$ cat src/rtl/fetch_pkg.sv
// -----------------------------------------------------------------------------
// fetch_pkg
// Shared definitions for the instruction-fetch stage: FSM state codes, the
// bubble instruction, the default reset PC and small PC/counter helpers.
// -----------------------------------------------------------------------------
package fetch_pkg;

  typedef logic [1:0] fetch_state_t;

  localparam fetch_state_t ST_ISSUE = 2'd0;  // next request ready to go out
  localparam fetch_state_t ST_WAIT  = 2'd1;  // request outstanding
  localparam fetch_state_t ST_HOLD  = 2'd2;  // response parked, decode stalled
  localparam fetch_state_t ST_DRAIN = 2'd3;  // stale response still to arrive

  localparam logic [31:0] NOP_INSTR        = 32'h0000_0013;  // addi x0,x0,0
  localparam logic [31:0] DEFAULT_RESET_PC = 32'h0000_0000;

  function automatic logic [31:0] align_word(input logic [31:0] addr);
    return {addr[31:2], 2'b00};
  endfunction

  function automatic logic [31:0] sat_inc(input logic [31:0] value);
    return (value == 32'hFFFF_FFFF) ? value : value + 32'd1;
  endfunction

endpackage

$ cat src/rtl/fetch_decode_reg.sv
// -----------------------------------------------------------------------------
// fetch_decode_reg
// IF/ID pipeline register. Priority: bubble > hold > load. A bubble replaces
// the instruction with NOP_INSTR and clears valid but keeps the PC fields.
// Ports:
//   clk, rst_n                      clock, async active-low reset
//   bubble, hold, load              update controls
//   next_instr/next_pc/next_pcplus4 values captured on load
//   instr, pc, pcplus4, valid       registered decode-stage outputs
// -----------------------------------------------------------------------------
module fetch_decode_reg
  import fetch_pkg::*;
(
  input  logic        clk,
  input  logic        rst_n,
  input  logic        bubble,
  input  logic        hold,
  input  logic        load,
  input  logic [31:0] next_instr,
  input  logic [31:0] next_pc,
  input  logic [31:0] next_pcplus4,
  output logic [31:0] instr,
  output logic [31:0] pc,
  output logic [31:0] pcplus4,
  output logic        valid
);

  // NOTE: state uses non-blocking assignments so every flop samples the
  // pre-edge values, independent of statement order.
  always_ff @(posedge clk or negedge rst_n) begin
    if (!rst_n) begin
      instr   <= NOP_INSTR;
      pc      <= 32'd0;
      pcplus4 <= 32'd0;
      valid   <= 1'b0;
    end else if (bubble) begin
      instr <= NOP_INSTR;
      valid <= 1'b0;
    end else if (hold) begin
      instr <= instr;
    end else if (load) begin
      instr   <= next_instr;
      pc      <= next_pc;
      pcplus4 <= next_pcplus4;
      valid   <= 1'b1;
    end
  end

endmodule

$ cat src/rtl/fetch_unit.sv
// -----------------------------------------------------------------------------
// fetch_unit
// Instruction fetch with one outstanding I-cache request and the IF/ID
// register. Handles load-use stalls (FEN=0), execute-stage redirects
// (PCSrcE) and variable cache latency, inserting bubbles when idle.
// Ports:
//   clk, rst_n                    clock, async active-low reset
//   FEN                           0 = hold PC and decode register
//   PCSrcE, PCTargetE             redirect request and target (bits [1:0] ignored)
//   ic_req, ic_addr               combinational request to the I-cache
//   ic_rvalid, ic_rdata           I-cache response
//   InstrD, PCD, PCPlus4D, ValidD decode-stage outputs (registered)
//   perf_bubbles, perf_redirects  saturating counters, present only when
//                                 FETCH_PERF_EN is defined, else tied to 0
// -----------------------------------------------------------------------------
module fetch_unit
  import fetch_pkg::*;
#(
  parameter logic [31:0] RESET_PC = DEFAULT_RESET_PC
) (
  input  logic        clk,
  input  logic        rst_n,
  input  logic        FEN,
  input  logic        PCSrcE,
  input  logic [31:0] PCTargetE,
  output logic        ic_req,
  output logic [31:0] ic_addr,
  input  logic        ic_rvalid,
  input  logic [31:0] ic_rdata,
  output logic [31:0] InstrD,
  output logic [31:0] PCD,
  output logic [31:0] PCPlus4D,
  output logic        ValidD,
  output logic [31:0] perf_bubbles,
  output logic [31:0] perf_redirects
);

  fetch_state_t state, state_next;
  logic [31:0]  pcf, pcf_next, pcf_plus4;
  logic [31:0]  hold_instr;
  logic         capture;
  logic         req_raw;
  logic         dec_bubble, dec_hold, dec_load;

  assign pcf_plus4 = pcf + 32'd4;  // wraps silently at the top of memory

  // NOTE: every output of this block gets a default first, so no path can
  // leave a value unassigned and infer a latch.
  always_comb begin
    state_next = state;
    pcf_next   = pcf;
    req_raw    = 1'b0;
    ic_addr    = pcf;
    capture    = 1'b0;
    dec_bubble = 1'b0;
    dec_hold   = 1'b0;
    dec_load   = 1'b0;
    if (PCSrcE) begin
      // Redirect wins over everything: flush decode, retarget, and only
      // drain when a request is still in flight.
      pcf_next   = align_word(PCTargetE);
      dec_bubble = 1'b1;
      case (state)
        ST_WAIT, ST_DRAIN: state_next = ic_rvalid ? ST_ISSUE : ST_DRAIN;
        default:           state_next = ST_ISSUE;
      endcase
    end else begin
      case (state)
        ST_ISSUE: begin
          req_raw    = 1'b1;
          state_next = ST_WAIT;
          dec_bubble = FEN;
          dec_hold   = ~FEN;
        end
        ST_WAIT: begin
          if (ic_rvalid && FEN) begin
            // Hand the word to decode and chain the next request at once.
            dec_load = 1'b1;
            pcf_next = pcf_plus4;
            req_raw  = 1'b1;
            ic_addr  = pcf_plus4;
          end else if (ic_rvalid) begin
            capture    = 1'b1;
            dec_hold   = 1'b1;
            state_next = ST_HOLD;
          end else begin
            dec_bubble = FEN;
            dec_hold   = ~FEN;
          end
        end
        ST_HOLD: begin
          if (FEN) begin
            dec_load   = 1'b1;
            pcf_next   = pcf_plus4;
            req_raw    = 1'b1;
            ic_addr    = pcf_plus4;
            state_next = ST_WAIT;
          end else begin
            dec_hold = 1'b1;
          end
        end
        default: begin  // ST_DRAIN: discard the stale response
          dec_bubble = FEN;
          dec_hold   = ~FEN;
          if (ic_rvalid) state_next = ST_ISSUE;
        end
      endcase
    end
  end

  // Keeps the request low while reset is asserted.
  assign ic_req = req_raw & rst_n;

  always_ff @(posedge clk or negedge rst_n) begin
    if (!rst_n) begin
      state <= ST_ISSUE;
      pcf   <= align_word(RESET_PC);
    end else begin
      state <= state_next;
      pcf   <= pcf_next;
    end
  end

  // NOTE: the parked word needs no reset; it is only read in HOLD, which is
  // reachable solely through a cycle that writes it.
  always_ff @(posedge clk) begin
    if (capture) hold_instr <= ic_rdata;
  end

  fetch_decode_reg u_decode_reg (
    .clk          (clk),
    .rst_n        (rst_n),
    .bubble       (dec_bubble),
    .hold         (dec_hold),
    .load         (dec_load),
    .next_instr   ((state == ST_HOLD) ? hold_instr : ic_rdata),
    .next_pc      (pcf),
    .next_pcplus4 (pcf_plus4),
    .instr        (InstrD),
    .pc           (PCD),
    .pcplus4      (PCPlus4D),
    .valid        (ValidD)
  );

`ifdef FETCH_PERF_EN
  logic [31:0] bubbles_q, redirects_q;

  always_ff @(posedge clk or negedge rst_n) begin
    if (!rst_n) begin
      bubbles_q   <= 32'd0;
      redirects_q <= 32'd0;
    end else begin
      if (dec_bubble) bubbles_q   <= sat_inc(bubbles_q);
      if (PCSrcE)     redirects_q <= sat_inc(redirects_q);
    end
  end

  assign perf_bubbles   = bubbles_q;
  assign perf_redirects = redirects_q;
`else
  assign perf_bubbles   = 32'd0;
  assign perf_redirects = 32'd0;
`endif

endmodule

$ cat config.mk
export PLATFORM = sky130hd
export DESIGN_NAME = fetch_unit
export DESIGN_NICKNAME = d
export VERILOG_FILES = /design/src/rtl/fetch_pkg.sv /design/src/rtl/fetch_decode_reg.sv /design/src/rtl/fetch_unit.sv
export SDC_FILE = /design/constraint.sdc
export NUM_CORES = 1
export LEC_CHECK = 0
export ABC_CLOCK_PERIOD_IN_PS = 3100
export BUFFER_PORTS_ARGS = -buffer_cell sky130_fd_sc_hd__buf_2
export CAP_MARGIN = 10
export CORE_MARGIN = 2
export CORE_UTILIZATION = 52
export CTS_CLUSTER_DIAMETER = 120
export CTS_CLUSTER_SIZE = 10
export DETAILED_ROUTE_END_ITERATION = 8
export GPL_TIMING_DRIVEN = 0
export PLACE_DENSITY = 0.9
export SLEW_MARGIN = 20
export SYNTH_ARGS = -nofsm -noshare
export SYNTH_HDL_FRONTEND = slang
export SYNTH_HIERARCHICAL = 1
export SYNTH_SLANG_ARGS = --single-unit
$ cat constraint.sdc
create_clock -name clk -period 3.1 [get_ports clk]
set_input_delay 0.31 -clock clk [delete_from_list [all_inputs] [get_ports clk]]
set_output_delay 0.31 -clock clk [all_outputs]
set_load 0.05 [all_outputs]
==> PnR_summary.wiki, run 1 <==
{| class="wikitable"
! Metric !! Value
|-
| Routed length per placed instance || 18.9 um
|-
| Worst slack on hold paths || 0.0634 ns
|-
| Count of endpoints failing hold in the final timing report || 0
|-
| Effective utilization at floorplan || a little over half
|-
| Result of the run || complete, no violations
|-
| Router iterations before antenna repair || 6
|-
| Final Max Slew Viols || 0
|-
| Count leader, synth || sky130_fd_sc_hd__dfrtp_1
|-
| Sort of element at the start of the critical path || flop
|-
| Sum Neg Setup Slack || 0 ns
|-
| Met3 GRT Util || 8.51%
|-
| Via Count || 7610
|-
| Syn-to-layout area delta || 27.2%
|-
| Prevailing post-synth register cell || sky130_fd_sc_hd__dfrtp_1
|-
| Drt via density || around 5.7
|-
| Clock insertion delay at the later pin of the skew report || 0.44 ns
|-
| Data required time at the worst endpoint || 2.79 ns
|-
| Largest net degree at the start of global routing || 73
|-
| Via count of the first global-routing pass || 7442
|-
| CTS buffer count || 17
|-
| Met1 capacity usage during global routing || approximately a third
|-
| Overall routing resource usage || 28.2%
|-
| Unrepaired setup endpoints after global routing || yes
|-
| Share of the synthesized area in the top cell type || 36.7%
|-
| Critical setup path kind || reg -> out
|-
| Clk slew on worst S/H paths || 0.06 ns
|-
| Number of distinct library cells after synthesis || 66
|-
| Synthesized area divided by synthesized cell count || 10.5 um2
|-
| Worst Setup Slack post-DPL || -0.182 ns
|-
| Max Cap Viol || 0
|-
| CTS sink cnt || 161
|-
| Number of warning messages in the yosys log || 6
|-
| Pwr dens || about 980 nW/um2
|-
| Share of flip-flops with an asynchronous set or reset after synthesis || 80.1%
|-
| Clock Tree Buf Depth || 2
|-
| Remaining routing DRC violations || 0
|-
| Number of antenna violations at the first check in global routing || 2
|-
| Period Utilization, post-route || 98.8%
|-
| Die Y-Extent || ~130 um
|-
| Antenna-violating nets left || 0
|-
| Met2 GRT Util || 46.5%
|-
| Max IR drop VDD || between 800 and 900 uV
|-
| Layout net count || 1181
|-
| Count of buffers from port buffering || 193
|-
| Number of standard-cell rows in the floorplan || 46
|-
| Leakage power figure || 5.33 nW
|-
| Share of the yosys chip area belonging to registers || 48.8%
|-
| Slew of the pin with the lowest slew margin || 0.647 ns
|-
| Kind of path behind the tightest hold check || in -> reg
|-
| Headroom to the max-slew limit || between 50% and 60%
|-
| Upper clock frequency limit || around 330 MHz
|-
| Layout fillers || 1136
|-
| Most heavily used metal layer in global routing || met2
|-
| Mapped Area || 8590 um2
|-
| Core outline area || 16000 um2
|-
| Fraction of layout cells with a size suffix above 1 || 41.3%
|-
| Width of the chip || approximately 130 um
|-
| Area enclosed by the die boundary || between 15000 and 20000 um2
|-
| Post-Syn Instances || 818
|-
| Global route overflow || 0
|-
| Critical path fanouts, max || 10
|-
| Post-detail-place hpwl || ~17 mm
|-
| Wire length of the first global-routing pass || 39.0 mm
|-
| Most area-hungry cell type in the Yosys netlist || sky130_fd_sc_hd__dfrtp_1
|-
| Library cell used as clock root buffer || sky130_fd_sc_hd__clkbuf_16
|-
| Setup WS post-layout || 0.0377 ns
|-
| Total detailed-routing wirelength || 25.3 mm
|-
| Post-route minimum period || 3.06 ns
|-
| CP Data Arrival Time || 2.75 ns
|-
| Synth top area cells || sky130_fd_sc_hd__dfrtp_1 (37%), sky130_fd_sc_hd__mux2_2 (12%), sky130_fd_sc_hd__edfxtp_1 (11%)
|-
| Number of ports placed on the die boundary || approximately 260
|-
| Commonest cells in the netlist || sky130_fd_sc_hd__dfrtp_1 (126), sky130_fd_sc_hd__nand2_1 (98), sky130_fd_sc_hd__mux2_2 (92), sky130_fd_sc_hd__buf_4 (68), sky130_fd_sc_hd__a21oi_1 (57)
|-
| Initial detailed-routing violation count || 659
|-
| Last weighted congestion value of the routability-driven placer || between 0.9 and 1
|-
| Final setup skew || 0.0153 ns
|-
| #FFs+latches synth || approximately 160
|-
| Number of setup violations in the final report || 0
|-
| Crit path capture type || primary output
|-
| Count of flip-flops with a built-in enable after synthesis || 32
|-
| Htree depth || 4
|-
| CTS tree || yes
|}
-- flip-flops by register name, summed over array words and instances, names as in the netlist --
| register | count |
|---|---|
| state | 2 |
| u_decode_reg/instr | 32 |
| hold_instr | 32 |
| u_decode_reg/valid | 1 |
| pcf | 30 |
| u_decode_reg/pcplus4 | 32 |
| u_decode_reg/pc | 32 |
-- critical path, cell delays in order (launching register included) --
cell,delay [ns]
sky130_fd_sc_hd__dfrtp_2,0.41
sky130_fd_sc_hd__inv_1,0.09
sky130_fd_sc_hd__ha_1,0.35
sky130_fd_sc_hd__and2_4,0.22
sky130_fd_sc_hd__nand3_2,0.16
sky130_fd_sc_hd__clkbuf_4,0.25
sky130_fd_sc_hd__buf_2,0.24
sky130_fd_sc_hd__o31ai_2,0.32
sky130_fd_sc_hd__buf_4,0.26
-- per-stage QoR --
stage | total power, W | area [um2] | cells | utilization [%]
3_3_place_gp | 0.00823 | 10100 | 1296 | 63.0
5_1_grt | 0.0111 | 10900 | 1337 | 68.3
4_1_cts | 0.0104 | 10800 | 1332 | 67.4
6_report | 0.0107 | 10900 | 1338 | 68.3
3_5_place_dp | 0.00836 | 10100 | 1298 | 63.4
2_1_floorplan | 0.00704 | 8850 | 887 | -
-- where the power goes --
| part | leakage, nW | internal (W) | total, W | switching [W] |
|---|---|---|---|---|
| Sequential | 1.98 | 0.00268 | 0.00308 | 0.000393 |
| Combinational | 3.09 | 0.00166 | 0.00570 | 0.00404 |
| Clock | 0.256 | 0.00103 | 0.00192 | 0.000891 |
| Total | 5.33 | 0.00538 | 0.0107 | 0.00532 |
-- path summary, 6_finish.rpt --
check,slack [ns],from,cells past startpoint,endpoint
max in group asynchronous,1.94,rst_n,3,u_decode_reg/instr[4]
min reg2reg,0.49,u_decode_reg/pcplus4[10],1,u_decode_reg/pcplus4[10]
min in group asynchronous,0.40,rst_n,2,u_decode_reg/pcplus4[2]
max,0.04,state[0],8,ic_addr[28]
max reg2reg,0.24,state[0],11,u_decode_reg/pc[12]
min,0.06,ic_rdata[19],1,hold_instr[19]
-- metal layers --
metal	wire length, um	vias up
met5	0	-
li1	-	3361
met2	12200	529
met3	2670	125
met1	9280	3595
met4	1130	0
-- cells by family after synthesis --
logic type,after synthesis,share of synthesized area (%)
other cells,1,0.0437
mux,96,12.6
fa+ha+maj,5,0.728
flops,161,48.8
xor+xnor,27,2.75
compound gates,165,11.8
buf+inv,140,9.92
simple gates,223,13.3
-- placed cells by master, fill, tap and decap left out, types with 16 or more instances in the layout --
master and count:
sky130_fd_sc_hd__xnor2_1 21, sky130_fd_sc_hd__nand2_1 97, sky130_fd_sc_hd__nor2_1 28, sky130_fd_sc_hd__buf_2 193, sky130_fd_sc_hd__buf_4 89, sky130_fd_sc_hd__clkbuf_16 17
sky130_fd_sc_hd__dfrtp_1 124, sky130_fd_sc_hd__conb_1 70, sky130_fd_sc_hd__edfxtp_1 32, sky130_fd_sc_hd__mux2_2 92, sky130_fd_sc_hd__o21ai_0 35, sky130_fd_sc_hd__a21oi_1 56
sky130_fd_sc_hd__inv_1 16
-- area by class of cell --
class / count / area [um2] / area share [%]
repair buffers: 203 / 1130 / 10.3
multi-input cells: 586 / 3920 / 35.8
inverters: 17 / 65.1 / 0.595
clock inverters: 13 / 98.8 / 0.905
plain buffers: 121 / 815 / 7.45
diodes: 2 / 5.00 / 0.0458
well taps: 216 / 270 / 2.47
flip-flops and latches: 161 / 4200 / 38.4
clock buffers: 19 / 433 / 3.96
-- what timing repair did --
| item | CTS | global route |
|---|---|---|
| endpoints found under the hold margin | 57 | 0 |
| endpoints found under the setup margin | 107 | 30 |
| gates resized for setup | 38 | 37 |
| hold buffers | 1 | 0 |
| pin swaps | 1 | 2 |
| setup buffers | 2 | 5 |
Note: power is estimated with default switching activity, not from simulation.
==> run 2: changes to the inputs <==
- ABC_CLOCK_PERIOD_IN_PS: 3100 -> default
- CORE_MARGIN: 2 -> 10
- CORE_UTILIZATION: 52 -> 47
- PLACE_DENSITY: 0.9 -> 0.86
- clock period: 3.1 -> 2.75 ns (I/O delays scaled with it)
==> PnR_summary.wiki, run 2 (synthesized netlist as in run 1, its figures left out) <==
{| class="wikitable"
! Metric !! Value
|-
| Worst Setup Slack post-DPL || -0.626 ns (-0.444 ns)
|-
| Number of ports placed on the die boundary || 263 (unchanged)
|-
| Max Cap Viol || 0 (unchanged)
|-
| Final setup skew || 0.0130 ns (-0.00227 ns)
|-
| Antenna cells || 0 (-2)
|-
| Drt via density || 5.80 (+1.9%)
|-
| Final Max Slew Viols || 0 (unchanged)
|-
| Area enclosed by the die boundary || 24100 um2 (+37%)
|-
| Count of buffers from port buffering || 193 (unchanged)
|-
| Period Utilization, post-route || 107%
|-
| Clk slew on worst S/H paths || 0.07 ns (about the same)
|-
| Core outline area || 18000 um2 (+12%)
|-
| Last weighted congestion value of the routability-driven placer || 0.920 (-0.78%)
|-
| CTS buffer count || 17 (unchanged)
|-
| Critical path fanouts, max || 7 (-3)
|-
| Number of standard-cell rows in the floorplan || 49 (+6.5%)
|-
| Sort of element at the start of the critical path || flop
|-
| Slew of the pin with the lowest slew margin || 0.787 ns (+0.140 ns)
|-
| Top library cells by usage in the layout, fill and taps aside || sky130_fd_sc_hd__buf_2 (175), sky130_fd_sc_hd__dfrtp_1 (122), sky130_fd_sc_hd__buf_4 (116)
|-
| Number of setup violations in the final report || 13 (+13)
|-
| Count of endpoints failing hold in the final timing report || 0 (unchanged)
|-
| Failing checks || setup timing
|-
| Clock insertion delay at the later pin of the skew report || 0.43 ns (about the same)
|-
| Width of the chip || 155 um (+17%)
|-
| Area used by multi-input combinational logic || 4300 um2 (+9.8%)
|-
| Leakage power figure || 5.70 nW (+7.0%)
|-
| Total detailed-routing wirelength || 30.7 mm (+21%)
|-
| Antenna-violating nets left || 0 (unchanged)
|-
| Routed length per placed instance || 22.1 um (+17%)
|-
| Overall routing resource usage || 22.5% (-5.8 points)
|-
| Upper clock frequency limit || 340 MHz
|-
| Data required time at the worst endpoint || 2.48 ns (-0.31 ns)
|-
| Max IR drop VDD || 983 uV (+11%)
|-
| Setup WS post-layout || -0.187 ns (-0.225 ns)
|-
| Clock Tree Buf Depth || 2 (unchanged)
|-
| Pwr dens || 1110 nW/um2 (+14%)
|-
| Result of the run || complete, but fails checks
|-
| Router iterations before antenna repair || 7 (+1)
|-
| Layout fillers || 1283 (+13%)
|-
| Syn-to-layout area delta || 38.8%
|-
| Wire length of the first global-routing pass || 43.2 mm (+11%)
|-
| Initial detailed-routing violation count || 846 (+28%)
|-
| CP Data Arrival Time || 2.66 ns (-0.09 ns)
|-
| CTS tree || yes
|-
| Worst slack on hold paths || 0.0303 ns (-0.0331 ns)
|-
| Via Count || 8042 (+5.7%)
|-
| Kind of path behind the tightest hold check || in -> reg
|-
| Utilization after layout || 66.4% (-1.9 points)
|-
| Fraction of layout cells with a size suffix above 1 || 47.8% (+6.4 points)
|-
| Unrepaired setup endpoints after global routing || yes
|-
| Critical setup path kind || reg -> out
|-
| Flip-flop and latch area || 4200 um2 (about the same)
|-
| Largest net degree at the start of global routing || 74 (+1.4%)
|-
| Via count of the first global-routing pass || 7723 (+3.8%)
|-
| Effective utilization at floorplan || 47.8% (-5.9 points)
|-
| Htree depth || 4 (unchanged)
|-
| Post-route minimum period || 2.94 ns
|-
| Post-detail-place hpwl || 19.8 mm (+14%)
|-
| Number of antenna violations at the first check in global routing || 1 (-1)
|-
| Most common cell after layout, fill and taps aside || sky130_fd_sc_hd__buf_2
|-
| Layout net count || 1219 (+3.2%)
|-
| Remaining routing DRC violations || 0 (unchanged)
|-
| Library cell used as clock root buffer || sky130_fd_sc_hd__clkbuf_16
|-
| Power, Total || 0.0133 W (+24%)
|-
| CTS sink cnt || 161 (unchanged)
|-
| Headroom to the max-slew limit || 47.6% (-9.3 points)
|-
| Die Y-Extent || 155 um (+17%)
|-
| Global route overflow || 0 (unchanged)
|-
| Sum Neg Setup Slack || -1.09 ns (-1.09 ns)
|-
| Crit path capture type || primary output
|}
-- run 2: worst max-delay path, stage by stage, from the launching register on --
cell                      delay, ns
sky130_fd_sc_hd__dfrtp_1       0.37
sky130_fd_sc_hd__buf_6         0.13
sky130_fd_sc_hd__nand4_1       0.15
sky130_fd_sc_hd__buf_6         0.17
sky130_fd_sc_hd__nor4_4        0.38
sky130_fd_sc_hd__buf_4         0.23
sky130_fd_sc_hd__nand4_1       0.18
sky130_fd_sc_hd__o21ba_1       0.22
sky130_fd_sc_hd__a31oi_2       0.20
sky130_fd_sc_hd__buf_6         0.19
-- run 2: through the flow --
stage	cell area, um2	std cells
final	11900	1387
after global routing	11900	1387
after floorplan	8880	887
after CTS	11500	1367
after global placement	10100	1309
after detailed placement	10200	1311
-- run 2: layout make-up --
| cell class | instances | share of cell area [%] |
|---|---|---|
| buffer | 121 | 7.93 |
| clock buffer | 17 | 3.57 |
| clock inverter | 15 | 1.40 |
| multi-input combinational | 586 | 36.1 |
| sequential | 161 | 35.2 |
| inverter | 17 | 0.577 |
| timing repair buffer | 241 | 12.8 |
| tap | 229 | 2.40 |
-- run 2: what timing repair did --
| item | 4_1_cts | 5_1_grt |
|---|---|---|
| setup endpoints to repair | 127 | 89 |
| hold endpoints to repair | 57 | 0 |
| hold buffers | 1 | 0 |
| gates resized for setup | 131 | 85 |
| pin swaps | 11 | 17 |
| buffers inserted | 25 | 20 |
-- run 2: power breakdown --
group	leakage (nW)	total (W)	internal (W)	switching [W]
clock network	0.289	0.00237	0.00122	0.00115
logic	3.43	0.00744	0.00240	0.00504
registers	1.98	0.00348	0.00302	0.000454
-- run 2: worst paths after layout --
kind                                           from                  endpoint  slack (ns)  depth (start not counted)
min in group asynchronous                     rst_n                    pcf[4]        0.32                          2
setup / recovery                            pcf[17]               ic_addr[23]       -0.19                          9
max in group asynchronous                     rst_n     u_decode_reg/instr[4]        1.69                          3
hold / removal                         ic_rdata[30]            hold_instr[30]        0.03                          1
hold reg to reg            u_decode_reg/pcplus4[12]  u_decode_reg/pcplus4[12]        0.50                          1
setup reg to reg                           state[1]  u_decode_reg/pcplus4[11]        0.01                         11
-- run 2: layer usage --
metal / global-route usage (%) / share of wire, %
met1: 26.5 / 36
met2: 37.0 / 47
met3: 7.11 / 11
met5: 0 / 0.059
met4: 9.54 / 5.1
